File: src/rtl/flash_addr_pkg.sv
// Shared types and default geometry for the flash address sequencer.
// Used by flash_addr_sequencer and flash_addr_step_calc.
package flash_addr_pkg;

  localparam int unsigned DEF_WIDTH      = 32'd23;
  localparam int unsigned DEF_START_ADDR = 32'h0000_0000;
  localparam int unsigned DEF_END_ADDR   = 32'h0007_FFFF;
  localparam int unsigned DEF_STEP_W     = 32'd4;

  typedef enum logic [1:0] {
    ST_IDLE   = 2'd0,
    ST_RUN    = 2'd1,
    ST_PAUSED = 2'd2,
    ST_DONE   = 2'd3
  } state_e;

endpackage

File: src/rtl/flash_addr_step_calc.sv
// Combinational next-address calculator for one stride step.
// Detects overshoot/undershoot in WIDTH+1 bits and chooses between wrap and clamp.
module flash_addr_step_calc
  import flash_addr_pkg::*;
#(
  parameter int unsigned          WIDTH      = DEF_WIDTH,
  parameter logic [WIDTH-1:0]     START_ADDR = WIDTH'(DEF_START_ADDR),
  parameter logic [WIDTH-1:0]     END_ADDR   = WIDTH'(DEF_END_ADDR),
  parameter int unsigned          STEP_W     = DEF_STEP_W
) (
  input  logic [WIDTH-1:0]  addr,
  input  logic              forward,
  input  logic [STEP_W-1:0] stride,
  input  logic              loop_en,
  output logic [WIDTH-1:0]  next_addr,
  output logic              wrap,
  output logic              stop
);

  localparam int unsigned      EW        = WIDTH + 32'd1;
  localparam logic [EW-1:0]    START_EXT = {1'b0, START_ADDR};
  localparam logic [EW-1:0]    END_EXT   = {1'b0, END_ADDR};
  localparam logic [EW-1:0]    SPAN      = END_EXT - START_EXT;

  logic [STEP_W-1:0] stride_eff_s;
  logic [EW-1:0]     addr_ext_s;
  logic [EW-1:0]     step_ext_s;
  logic [EW-1:0]     sum_s;
  logic [EW-1:0]     cur_off_s;
  logic [EW-1:0]     sum_off_s;
  logic              cur_out_s;
  logic              crossed_s;

  assign stride_eff_s = (stride == {STEP_W{1'b0}}) ? STEP_W'(1'b1) : stride;
  assign addr_ext_s   = {1'b0, addr};
  assign step_ext_s   = EW'(stride_eff_s);
  assign sum_s        = forward ? (addr_ext_s + step_ext_s) : (addr_ext_s - step_ext_s);

  // Offsets from START: anything below START borrows into a huge value, so a
  // single unsigned compare against the span covers both ends of the range.
  assign cur_off_s = addr_ext_s - START_EXT;
  assign sum_off_s = sum_s - START_EXT;
  assign cur_out_s = (cur_off_s > SPAN);
  assign crossed_s = (sum_off_s > SPAN);

  // Select the stepped, wrapped or clamped address.
  always_comb begin
    next_addr = addr;
    wrap      = 1'b0;
    stop      = 1'b0;
    if (cur_out_s) begin
      next_addr = START_ADDR;
    end else if (crossed_s) begin
      if (loop_en) begin
        next_addr = forward ? START_ADDR : END_ADDR;
        wrap      = 1'b1;
      end else begin
        next_addr = forward ? END_ADDR : START_ADDR;
        stop      = 1'b1;
      end
    end else begin
      next_addr = sum_s[WIDTH-1:0];
    end
  end

endmodule

File: src/rtl/flash_addr_sequencer.sv
// Playback address sequencer for a flash controller: start/step/pause/wrap/one-shot.
// Optional bookmark (mark/recall) support is built when FLASH_ADDR_BOOKMARK_EN is defined.
module flash_addr_sequencer
  import flash_addr_pkg::*;
#(
  parameter int unsigned          WIDTH      = DEF_WIDTH,
  parameter logic [WIDTH-1:0]     START_ADDR = WIDTH'(DEF_START_ADDR),
  parameter logic [WIDTH-1:0]     END_ADDR   = WIDTH'(DEF_END_ADDR),
  parameter int unsigned          STEP_W     = DEF_STEP_W
) (
  input  logic              clk,
  input  logic              rst_n,
  input  logic              start,
  input  logic              change,
  input  logic              forward,
  input  logic [STEP_W-1:0] stride,
  input  logic              loop_en,
  input  logic              pause,
`ifdef FLASH_ADDR_BOOKMARK_EN
  input  logic              mark,
  input  logic              recall,
`endif
  output logic [WIDTH-1:0]  address,
  output logic              addr_valid,
  output logic              wrapped,
  output logic              done
);

  state_e            state_r;
  state_e            state_nxt_s;
  logic [WIDTH-1:0]  addr_nxt_s;
  logic              wrap_nxt_s;
  logic              valid_nxt_s;
  logic              done_nxt_s;
  logic [WIDTH-1:0]  step_addr_s;
  logic              step_wrap_s;
  logic              step_stop_s;
  logic              step_take_s;
  logic              playing_s;

  assign playing_s = (state_r == ST_RUN) || (state_r == ST_PAUSED);

`ifdef FLASH_ADDR_BOOKMARK_EN
  logic [WIDTH-1:0]  bookmark_r;
  logic              recall_take_s;

  assign recall_take_s = recall && !start && playing_s;
  assign step_take_s   = change && !start && !recall && (state_r == ST_RUN) && !pause;

  // Bookmark register: captures the address currently presented.
  always_ff @(posedge clk or negedge rst_n) begin
    if (!rst_n) begin
      bookmark_r <= START_ADDR;
    end else if (mark) begin
      bookmark_r <= address;
    end else begin
      bookmark_r <= bookmark_r;
    end
  end
`else
  assign step_take_s = change && !start && (state_r == ST_RUN) && !pause;
`endif

  flash_addr_step_calc #(
    .WIDTH      (WIDTH),
    .START_ADDR (START_ADDR),
    .END_ADDR   (END_ADDR),
    .STEP_W     (STEP_W)
  ) u_step (
    .addr      (address),
    .forward   (forward),
    .stride    (stride),
    .loop_en   (loop_en),
    .next_addr (step_addr_s),
    .wrap      (step_wrap_s),
    .stop      (step_stop_s)
  );

  // State register plus all registered outputs.
  always_ff @(posedge clk or negedge rst_n) begin
    if (!rst_n) begin
      state_r    <= ST_IDLE;
      address    <= START_ADDR;
      addr_valid <= 1'b0;
      wrapped    <= 1'b0;
      done       <= 1'b0;
    end else begin
      state_r    <= state_nxt_s;
      address    <= addr_nxt_s;
      addr_valid <= valid_nxt_s;
      wrapped    <= wrap_nxt_s;
      done       <= done_nxt_s;
    end
  end

  // Next-state logic; start restarts playback from any state.
  always_comb begin
    state_nxt_s = state_r;
    if (start) begin
      state_nxt_s = ST_RUN;
    end else begin
      case (state_r)
        ST_IDLE:   state_nxt_s = ST_IDLE;
        ST_RUN: begin
          if (pause) begin
            state_nxt_s = ST_PAUSED;
          end else if (step_take_s && step_stop_s) begin
            state_nxt_s = ST_DONE;
          end else begin
            state_nxt_s = ST_RUN;
          end
        end
        ST_PAUSED: begin
          if (!pause) begin
            state_nxt_s = ST_RUN;
          end else begin
            state_nxt_s = ST_PAUSED;
          end
        end
        ST_DONE:   state_nxt_s = ST_DONE;
        default:   state_nxt_s = ST_IDLE;
      endcase
    end
  end

  // Output logic: address/wrap update and flags for the coming state.
  always_comb begin
    addr_nxt_s  = address;
    wrap_nxt_s  = 1'b0;
    valid_nxt_s = (state_nxt_s == ST_RUN) || (state_nxt_s == ST_PAUSED);
    done_nxt_s  = (state_nxt_s == ST_DONE);
    if (start) begin
      addr_nxt_s = forward ? START_ADDR : END_ADDR;
`ifdef FLASH_ADDR_BOOKMARK_EN
    end else if (recall_take_s) begin
      addr_nxt_s = bookmark_r;
`endif
    end else if (step_take_s) begin
      addr_nxt_s = step_addr_s;
      wrap_nxt_s = step_wrap_s;
    end else begin
      addr_nxt_s = address;
    end
  end

endmodule

File: config.mk
export PLATFORM = sky130hd
export DESIGN_NAME = flash_addr_sequencer
export DESIGN_NICKNAME = d
export VERILOG_FILES = /design/src/rtl/flash_addr_pkg.sv /design/src/rtl/flash_addr_step_calc.sv /design/src/rtl/flash_addr_sequencer.sv
export SDC_FILE = /design/constraint.sdc
export NUM_CORES = 1
export LEC_CHECK = 0
export CAP_MARGIN = 10
export CORE_ASPECT_RATIO = 0.6
export CORE_MARGIN = 3
export CORE_UTILIZATION = 40
export CTS_BUF_LIST = sky130_fd_sc_hd__clkbuf_4 sky130_fd_sc_hd__clkbuf_8
export CTS_CLUSTER_SIZE = 25
export DETAILED_ROUTE_END_ITERATION = 8
export MAX_ROUTING_LAYER = met4
export PLACE_DENSITY = 0.62
export SETUP_SLACK_MARGIN = 0.15
export SLEW_MARGIN = 20
export SYNTH_ARGS = -nofsm -noshare
export SYNTH_HDL_FRONTEND = slang
export SYNTH_SLANG_ARGS = --single-unit
File: constraint.sdc
create_clock -name clk -period 9.25 [get_ports clk]
set_input_delay 1.85 -clock clk [delete_from_list [all_inputs] [get_ports clk]]
set_output_delay 1.85 -clock clk [all_outputs]
set_load 0.05 [all_outputs]
; ---- After elaboration in Yosys (flattened, before gate mapping)
; Index checks and enable logic that the tools add are counted.
[totals]
regBits = 28
in_bits = 11
word_cells = 47
[classes]
addsub = 2
order_cmp = 2
eq_ne = 6
mux = 22
reduce_logical = 10
[ops]
columns = cell, n
row1 = $mux 23, 5
row2 = $mux 19, 2
row3 = $add 23x4->24, 1
row4 = $gt 24x19->1 const B, 1
row5 = $mux 24, 1
row6 = $sub 23x4->24, 1
row7 = $gt 23x19->1 const B, 1
row8 = $eq 2x2->1 const B, 4
row9 = $mux 1, 8
row10 = $mux 2, 4
row11 = $pmux 2 s4, 1
row12 = $eq 2x1->1 const B, 2
row13 = $logic_and 1x1->1, 4
row14 = $logic_not 4->1, 1
row15 = $mux 4, 1
row16 = $logic_not 1->1, 2
row17 = $logic_not 2->1, 1
row18 = $reduce_bool 2->1, 1
row19 = $logic_or 1x1->1, 1

; ---- Logic depth before layout (Yosys ltp)
; Gate-level depths: netlist of the first run.
[logic_depth]
word_depth = 14
depth_mapped = 18

; ---- Modules after synthesis
; Synthesis of the first run repeated with hierarchy kept, for this count alone.
[unflattened]
cells_unflattened = 356
area_unflattened_um2 = 3089.2
[modules_own_cells]
columns = mod, instances, cells_per_inst, area_each_um2, seq_area_each_um2
row1 = flash_addr_step_calc, 1, 235, 1610.3, 0.0
row2 = flash_addr_sequencer, 1, 121, 1478.9, 700.7

; ---- Least setup slack after synthesis of the first run
; OpenSTA, ideal clock, no wires.
[synth_path]
kind = input port to flip-flop
from = input stride[1]
to = register addr_valid
arrival_time_ns = 5.177
required_ns = 9.124
slack_ns = 3.948
path_stages = 16
cell_sequence = nor3_1 or2_2 inv_1 ha_1 a21oi_1 ha_1 and2_1 and3_1 a32oi_2 a21oi_1 o21a_1 o211a_1 a311oi_1 o21ai_0 a211oi_1 ha_1
[synth_via]
elab_chain_len = 14
word_cells_on_any_way = 16
cone_classes = add/sub (2) / order compare (1) / eq/ne (2) / mux (8) / reduce/logical (3)
[synth_rtl]
columns = element, line
row1 = from (decl), flash_addr_sequencer.sv:16  ; input logic [STEP_W-1:0] stride,
row2 = $logic_not 4->1, flash_addr_step_calc.sv:34  ; assign stride_eff_s = (stride == {STEP_W{1'b0}}) ? STEP_W'(1'b1) : stride;
row3 = $mux 4 (*), flash_addr_step_calc.sv:34
row4 = $sub 23x4->24 or $add 23x4->24 (tied branches), flash_addr_step_calc.sv:37  ; assign sum_s = forward ? (addr_ext_s + step_ext_s) : (addr_ext_s - step_ext_s);
row5 = $mux 24 (*), flash_addr_step_calc.sv:37
row6 = $gt 24x19->1 (*), flash_addr_step_calc.sv:44  ; assign crossed_s = (sum_off_s > SPAN);
row7 = $mux 1 (*), flash_addr_step_calc.sv:53  ; end else if (crossed_s) begin
row8 = $mux 1 (*), flash_addr_step_calc.sv:51  ; if (cur_out_s) begin
row9 = $logic_and 1x1->1 (*), flash_addr_sequencer.sv:107  ; end else if (step_take_s && step_stop_s) begin
row10 = $mux 2 (*), flash_addr_sequencer.sv:107
row11 = $mux 2 (*), flash_addr_sequencer.sv:105  ; if (pause) begin
row12 = $pmux 2 s4 (*), flash_addr_sequencer.sv:102  ; case (state_r)
row13 = $mux 2 (*), flash_addr_sequencer.sv:99  ; if (start) begin
row14 = net state_nxt_s[1], flash_addr_sequencer.sv:30  ; state_e state_nxt_s;
row15 = $eq 2x1->1 or $eq 2x2->1 (tied branches), flash_addr_sequencer.sv:130  ; valid_nxt_s = (state_nxt_s == ST_RUN) || (state_nxt_s == ST_PAUSED);
row16 = $logic_or 1x1->1 (*), flash_addr_sequencer.sv:130
row17 = net valid_nxt_s, flash_addr_sequencer.sv:33  ; logic valid_nxt_s;
row18 = to (signal assigned), flash_addr_sequencer.sv:90  ; addr_valid <= valid_nxt_s;
row19 = to (decl), flash_addr_sequencer.sv:24  ; output logic addr_valid,
; Mark *: on every way through the listed nets, which the timed path passes. The rest lies on a longest branch.
; A chain may end at the register's enable or synchronous reset.

; ---- Final worst setup path of the first run
[layout_path]
from = input stride[3]
to = register address[7]
[layout_via]
elab_chain_len = 9
word_cells_on_any_way = 10
cone_classes = add/sub (2) / order compare (1) / mux (6) / reduce/logical (1)
[layout_rtl]
columns = element, line
row1 = $logic_not 4->1, flash_addr_step_calc.sv:34
row2 = $mux 4 (*), flash_addr_step_calc.sv:34
row3 = $sub 23x4->24 or $add 23x4->24 (tied branches), flash_addr_step_calc.sv:37
row4 = $mux 24 (*), flash_addr_step_calc.sv:37
row5 = $gt 24x19->1, flash_addr_step_calc.sv:44
row6 = $mux 23 (*), flash_addr_step_calc.sv:53
row7 = $mux 23 (*), flash_addr_step_calc.sv:51
row8 = $mux 23 (*), flash_addr_sequencer.sv:138  ; end else if (step_take_s) begin
row9 = $mux 23 (*), flash_addr_sequencer.sv:132  ; if (start) begin
row10 = to (signal assigned), flash_addr_sequencer.sv:89  ; address <= addr_nxt_s;
row11 = to (decl), flash_addr_sequencer.sv:23  ; output logic [WIDTH-1:0] address,
; Every way passes the cells marked *; elsewhere a longest branch is shown, timed or not. The select of a mux whose other input is x is not followed.

==> results by group, run 1 <==
Worst setup path
  • Setup crit start kind: input pin
  • Required time of the worst setup path: around 9.5 ns
  • Worst setup path category: in2reg
  • Worst-path maximum fanout: 19
  • CP endpoint kind: register
  • Crit path DAT: between 6 and 7 ns

Logic synthesis
  • FF+latch count, synth: 28
  • Post-Synth XOR/XNOR Area: approximately 7.1%
  • Synth top area share: ~28%
  • Sequential share of the synthesized area: between 20% and 30%
  • Avg Cell Area, Syn: 9.18 µm²
  • Adder-cell share of the synthesized area: roughly 14%
  • Area leader, netlist: dfrtp_1
  • Post-Syn Nets: approximately 310
  • Largest family of logic cells by synthesized area: compound AO/OA/AOI/OAI gates
  • Post-synthesis cell type count: 49
  • Compound-cell area share of the yosys netlist: between 30% and 40%
  • Post-Syn Instances: 270
  • Simple-gate area share of the yosys netlist: between 10 and 15%
  • Synth Cell Area: 0.00248 mm²
  • Top cells by area, synth: dfrtp_1 28%, ha_1 13%, a21oi_1 5.0%
  • Yosys warnings: 0
  • Multiplexer area fraction after synthesis: 1.31%

Timing
  • Worst setup margin: around 2.9 ns
  • Slew margin rel.: 30.5%
  • Hold Slack: 0.564 ns
  • Total Negative Setup Slacks: 0 ns
  • Worst-margin pin slew: between 1 and 1.5 ns
  • RSZ-0062 raised after global routing: no
  • Final worst path period share: approximately 70%
  • Max-slew violation count: 0
  • Tmin final: approximately 6.4 ns
  • Hold Violations, Final: 0
  • Final setup viols: 0
  • Worst Skew: 0.00611 ns
  • F_max: 157 MHz

Route
  • DRT met1 WL: ~3700 µm
  • Routed wire per std cell: between 15 and 20 µm
  • First-pass iteration count of the detailed router: 4
  • Post-Route WL: around 6500 µm
  • First DRT Iteration DRCs: approximately 180
  • Routed Antenna Nets: 0
  • Vias/cell: about 5.7
  • Vias: roughly 2200
  • Met2 routed WL: 2330 µm
  • Drt drc: 0
  • Wire length on met3: about 420 µm
  • Top sig layer: met4

Pwr
  • Maximum vdd drop: 0.0000855 V
  • PwrDens: approximately 160 mW/mm²
  • Tot Pwr: 482 µW
  • Static Leak: approximately 1.3 nW

Floorplan
  • Die width: roughly 110 µm
  • Initial Utilization: a little over two fifths
  • Row cnt: 21
  • DIE AREA: 0.00721 mm²
  • Top Ports: 37
  • Core Area: 0.00578 mm²
  • Die Ht: approximately 67 µm

Clock network
  • CTS hold repair buffers: 0
  • CTS tree: built
  • Worst skew pair latency: between 0.2 and 0.3 ns
  • Post_cts resized: 0
  • Clk buf depth: 2
  • Level count of the clock H-tree: 1
  • Clock root buffer: clkbuf_8
  • Cts bufs inserted: 3
  • CTS clock-pin slew for the worst setup and hold paths: ~0.11 ns
  • CTS sink count: 28
  • Post-CTS Setup Bufs: 0

Placement
  • GPL Wtd Cong: just over 1
  • Placed cell count: between 300 and 400
  • Post-DP HPWL: between 4000 and 5000 µm
  • Place WS: 2.59 ns
  • PortBufs: 36

Layout
  • Non-filler cells, final: 382
  • Ratio of cells with drive above 1 in the final layout: about an eighth
  • Layout area overhead: 19.4%
  • Nets: 341
  • N_diodes: 0

Global route
  • Vias in the first global route: about 2000
  • Global-route wire length before repair: roughly 11000 µm
  • GRT overflow: 0
  • Initial antenna violation count: 0
  • Total track usage: 20.0%
  • Largest net degree at the start of global routing: 29

Run status
  • Status: finished, final reports clean

Run
  • Number of max-cap violations: 0

Hold path
  • Hold Path Class: reg2reg
synth_stat cells, drive strengths merged:
master	number
nand4	4
clkbuf	4
o211ai	6
o21a	5
and2b	1
nand2b	2
xnor2	11
o22a	1
and2	7
ha	26
a41oi	1
buf	6
nor3	4
nor2	17
a31oi	1
nand2	20
o2111ai	1
a21o	9
o31ai	1
and4	1
maj3	1
a21oi	29
o211a	1
a311oi	2
a211oi	4
or2	4
dfrtp	28
mux2	2
mux2i	1
a32oi	1
a221o	19
o21ai	16
xor2	9
and3	3
nand3	6
inv	14
fa	1
nor4	1
registers in the layout (all words and copies together) (netlist names):
signal,count
addr_valid,1
address,23
done,1
state_r,2
wrapped,1
worst paths after layout:
check | start | to | slack (ns) | cells past startpoint
max | stride[3] | address[7]$_DFFE_PN0P_ | 2.87 | 16
min | address[0]$_DFFE_PN0P_ | address[0]$_DFFE_PN0P_ | 0.56 | 1
max reg2reg | address[0]$_DFFE_PN0P_ | address[7]$_DFFE_PN0P_ | 5.69 | 12
min reg2reg | address[0]$_DFFE_PN0P_ | address[0]$_DFFE_PN0P_ | 0.56 | 1
max in group asynchronous | rst_n | state_r[1]$_DFF_PN0_ | 7.04 | 2
min in group asynchronous | rst_n | address[3]$_DFFE_PN0P_ | 1.94 | 2
cell type report:
| type | count | area [µm²] |
|---|---|---|
| flip-flops and latches | 28 | 701 |
| clock buffers | 3 | 41.3 |
| inverters | 14 | 52.6 |
| repair buffers | 38 | 375 |
| fillers | 544 | 2820 |
| clock inverters | 1 | 30.0 |
| multi-input cells | 218 | 1660 |
| well taps | 80 | 100 |
metal layers:
| layer | GRT usage, % | up-vias |
|---|---|---|
| met2 | 25.7 | 80 |
| li1 | - | 1080 |
| met3 | 3.87 | 7 |
| met4 | 3.31 | 0 |
| met5 | - | - |
| met1 | 31.6 | 1019 |
kinds of logic after synthesis:
logic type / count (synthesis)
xor+xnor: 20
flops: 28
fa+ha+maj: 28
simple gates: 70
mux: 3
buf+inv: 24
compound gates: 97
where the power goes:
group	switching, mW	internal (mW)
registers	0.0101	0.133
clock network	0.0451	0.0582
logic	0.144	0.0917
per-stage QoR:
stage	area, µm²	utilization (%)
after floorplan	2480	-
after global placement	2890	50.0
after detailed placement	2890	50.0
after CTS	2960	51.2
after global routing	2960	51.2
final	2960	51.2
cell usage in the layout (no fill, tap or decap), drive strengths merged, types with 2 or more instances in the layout:
cell            n
clkdlybuf4s50  36
a21oi          29
dfrtp          28
ha             26
nand2          20
a221o          19
nor2           17
o21ai          16
inv            14
xnor2          11
xor2            9
a21o            9
and2            7
nand3           6
o211ai          6
o21a            5
nor3            4
nand4           4
or2             4
a211oi          4
and3            3
clkbuf          3
mux2            2
nand2b          2
buf             2
a311oi          2
critical path: stages:
cell and delay, ns:
clkdlybuf4s50_1 0.48, nor3_1 0.19, or2_2 0.16, inv_1 0.05, ha_1 0.19, a21oi_1 0.80
ha_1 0.46, a21oi_1 0.26, o21ai_0 0.17, a21oi_1 0.21, a21oi_1 0.11, o21a_1 0.18
o211a_1 0.25, a311oi_1 0.30, o22a_1 0.71, a221o_1 0.22
No activity file was read; power rests on OpenSTA's default activity.
==> inputs of run 2 (changes only) <==
- PLACE_DENSITY: 0.62 -> 0.64
- clock period: 9.25 -> 5.4 ns (I/O delays scaled with it)
==> run 2 against run 1 <==
Utilization is 2.1 points higher; worst setup slack got worse by 2.5 ns; register-to-register slack lost 3.6 ns; clock skew shrank 0.0024 ns; final area grew 4.1%; non-clock buffer count is 11 higher; sequential cell count unchanged; die area is the same; sequential share of layout area down 0.92 points; critical path type unchanged; largest power group unchanged.
==> results by group, run 2 (synthesis gave the netlist of run 1 again) <==
Timing
  • Final worst path period share: between 90% and 100%
  • Max-slew violation count: 0 (unchanged)
  • Hold Violations, Final: 0 (unchanged)
  • RSZ-0062 raised after global routing: no
  • Worst-margin pin slew: 0.753 ns (-0.290 ns)
  • Worst setup margin: 0.420 ns (-2.45 ns)
  • Slew margin rel.: 49.6% (+19 points)
  • Worst Skew: 0.00370 ns (-0.00241 ns)
  • Final setup viols: 0 (unchanged)
  • Tmin final: around 5 ns
  • F_max: about 200 MHz

Clock network
  • CTS hold repair buffers: 0 (unchanged)
  • CTS sink count: 28 (unchanged)
  • Cts bufs inserted: 3 (unchanged)
  • Level count of the clock H-tree: 1 (unchanged)
  • Post-CTS Setup Bufs: 0 (unchanged)
  • Post_cts resized: 1 (+1)
  • Clk buf depth: 2 (unchanged)
  • Worst skew pair latency: 0.28 ns (about the same)
  • Clock root buffer: clkbuf_8
  • CTS tree: built
  • CTS clock-pin slew for the worst setup and hold paths: 0.11 ns (about the same)

Route
  • First-pass iteration count of the detailed router: 4 (unchanged)
  • Routed Antenna Nets: 0 (unchanged)
  • Post-Route WL: 6940 µm (+7.1%)
  • Routed wire per std cell: 17.6 µm (+4.1%)
  • Vias/cell: 5.87 (+2.5%)
  • First DRT Iteration DRCs: 160 (-13%)
  • Drt drc: 0 (unchanged)
  • Vias: 2305 (+5.4%)

Global route
  • Largest net degree at the start of global routing: 29 (unchanged)
  • Vias in the first global route: 2195 (+6.6%)
  • Busiest grt layer: met1
  • Total track usage: 21.2% (+1.3 points)
  • Global-route wire length before repair: 11600 µm (+7.2%)
  • Met3 usage: 5.13% (+1.3 points)
  • Grt met2 use: 29.8% (+4.1 points)
  • Initial antenna violation count: 0 (unchanged)
  • GRT overflow: 0 (unchanged)
  • Met1 Use GR: 31.7% (+0.080 points)

Worst setup path
  • Slowest CP cell: clkdlybuf4s50_1
  • Crit path DAT: 5.16 ns (-1.45 ns)
  • CP max stage delay: 0.49 ns (-0.31 ns)
  • Setup crit start kind: input pin
  • Required time of the worst setup path: 5.58 ns (-3.90 ns)
  • Worst-path maximum fanout: 4 (-15)
  • CP endpoint kind: register
  • Worst setup path category: in2reg
  • Critical path cell sequence: clkdlybuf4s50_1, nor3_1, or2_2, buf_4, nor3_2, ha_1, mux2_2, ha_1, o211ai_1, o21ai_2, a32oi_2, a21oi_1, o21a_1, o211a_1, a311oi_2, o21ai_0, a211oi_2, ha_1
  • Worst path most repeated cell: ha_1

Layout
  • Largest register FFs: 23 (unchanged)
  • Non-filler cells, final: 393 (+2.9%)
  • Commonest non-fill, non-tap cells in the layout: 36 x clkdlybuf4s50_1, 28 x dfrtp_1, 26 x ha_1
  • Most common cell after layout, fill and taps aside: clkdlybuf4s50_1
  • Ratio of cells with drive above 1 in the final layout: 17.3% (+5.0 points)
  • N_diodes: 0 (unchanged)
  • Register with the most flip-flops: address
  • Nets: 352 (+3.2%)
  • Layout area overhead: 24.2%
  • Top flop regs: address: 23 flops, state_r: 2 flops

Pwr
  • Static Leak: 1.34 nW (+4.4%)
  • PwrDens: 274 mW/mm² (+68%)
  • Maximum vdd drop: 0.000124 V (+45%)

Placement
  • PortBufs: 36 (unchanged)
  • Placed cell count: 389 (+2.9%)
  • GPL Wtd Cong: 1.08 (+4.5%)
  • Post-DP HPWL: 5230 µm (+9.0%)
  • Place WS: -0.380 ns (-2.97 ns)

Floorplan
  • Row cnt: 21 (unchanged)
  • Die width: 108 µm (unchanged)
  • DIE AREA: 0.00721 mm² (unchanged)
  • Top Ports: 37 (unchanged)
  • Die Ht: 67.0 µm (unchanged)
  • Core Area: 0.00578 mm² (unchanged)
  • Initial Utilization: 42.9% (unchanged)

Run
  • Number of max-cap violations: 0 (unchanged)

Hold path
  • Hold Path Class: reg2reg

Run status
  • Status: finished, final reports clean
[run 2: stage by stage]
step	hold WS, ns	setup TNS, ns	util [%]	instance area, µm²	total power, mW
CTS	0.560	0	52.7	3050	0.841
detailed placement	0.535	-7.46	51.4	2970	0.663
global route	0.595	0	53.3	3080	0.898
global placement	0.531	-3.77	51.4	2970	0.658
finish	0.561	0	53.3	3080	0.844
floorplan	0.532	0	-	2480	0.547
[run 2: power breakdown]
| part | internal (mW) | total [mW] | switching [mW] |
|---|---|---|---|
| Clock | 0.0995 | 0.175 | 0.0751 |
| Combinational | 0.167 | 0.424 | 0.257 |
| Sequential | 0.228 | 0.246 | 0.0171 |
| Total | 0.495 | 0.844 | 0.349 |
[run 2: per-layer routing]
layer / share of wire [%] / wire (µm) / vias to the layer above
li1: - / - / 1103
met1: 51 / 3560 / 1108
met2: 40 / 2750 / 88
met3: 8.5 / 588 / 6
met4: 0.53 / 37 / 0
met5: 0 / 0 / -
[run 2: area by class of cell]
cell class / count / area [µm²]
fill: 544 / 2700
multi-input combinational: 218 / 1700
inverter: 14 / 52.6
tap: 80 / 100
clock buffer: 3 / 41.3
timing repair buffer: 49 / 458
sequential: 28 / 701
clock inverter: 1 / 30.0
[run 2: worst paths after layout]
check	startpoint	slack, ns	depth (start not counted)	endpoint
setup reg to reg	address[0]$_DFFE_PN0P_	2.11	13	addr_valid$_DFF_PN0_
setup / recovery	stride[1]	0.42	18	addr_valid$_DFF_PN0_
min in group asynchronous	rst_n	1.17	2	address[3]$_DFFE_PN0P_
hold reg to reg	address[21]$_DFFE_PN0P_	0.56	1	address[21]$_DFFE_PN0P_
max in group asynchronous	rst_n	3.96	2	address[20]$_DFFE_PN0P_
hold / removal	address[21]$_DFFE_PN0P_	0.56	1	address[21]$_DFFE_PN0P_
[run 2: critical path, delay by kind of cell]
family,cells,cell delay (ns)
buffers and inverters,2,0.64
muxes,1,0.26
and+or+nand+nor,3,0.50
adders and majority gates,3,0.89
AOI/OAI and AO/OA,9,1.80
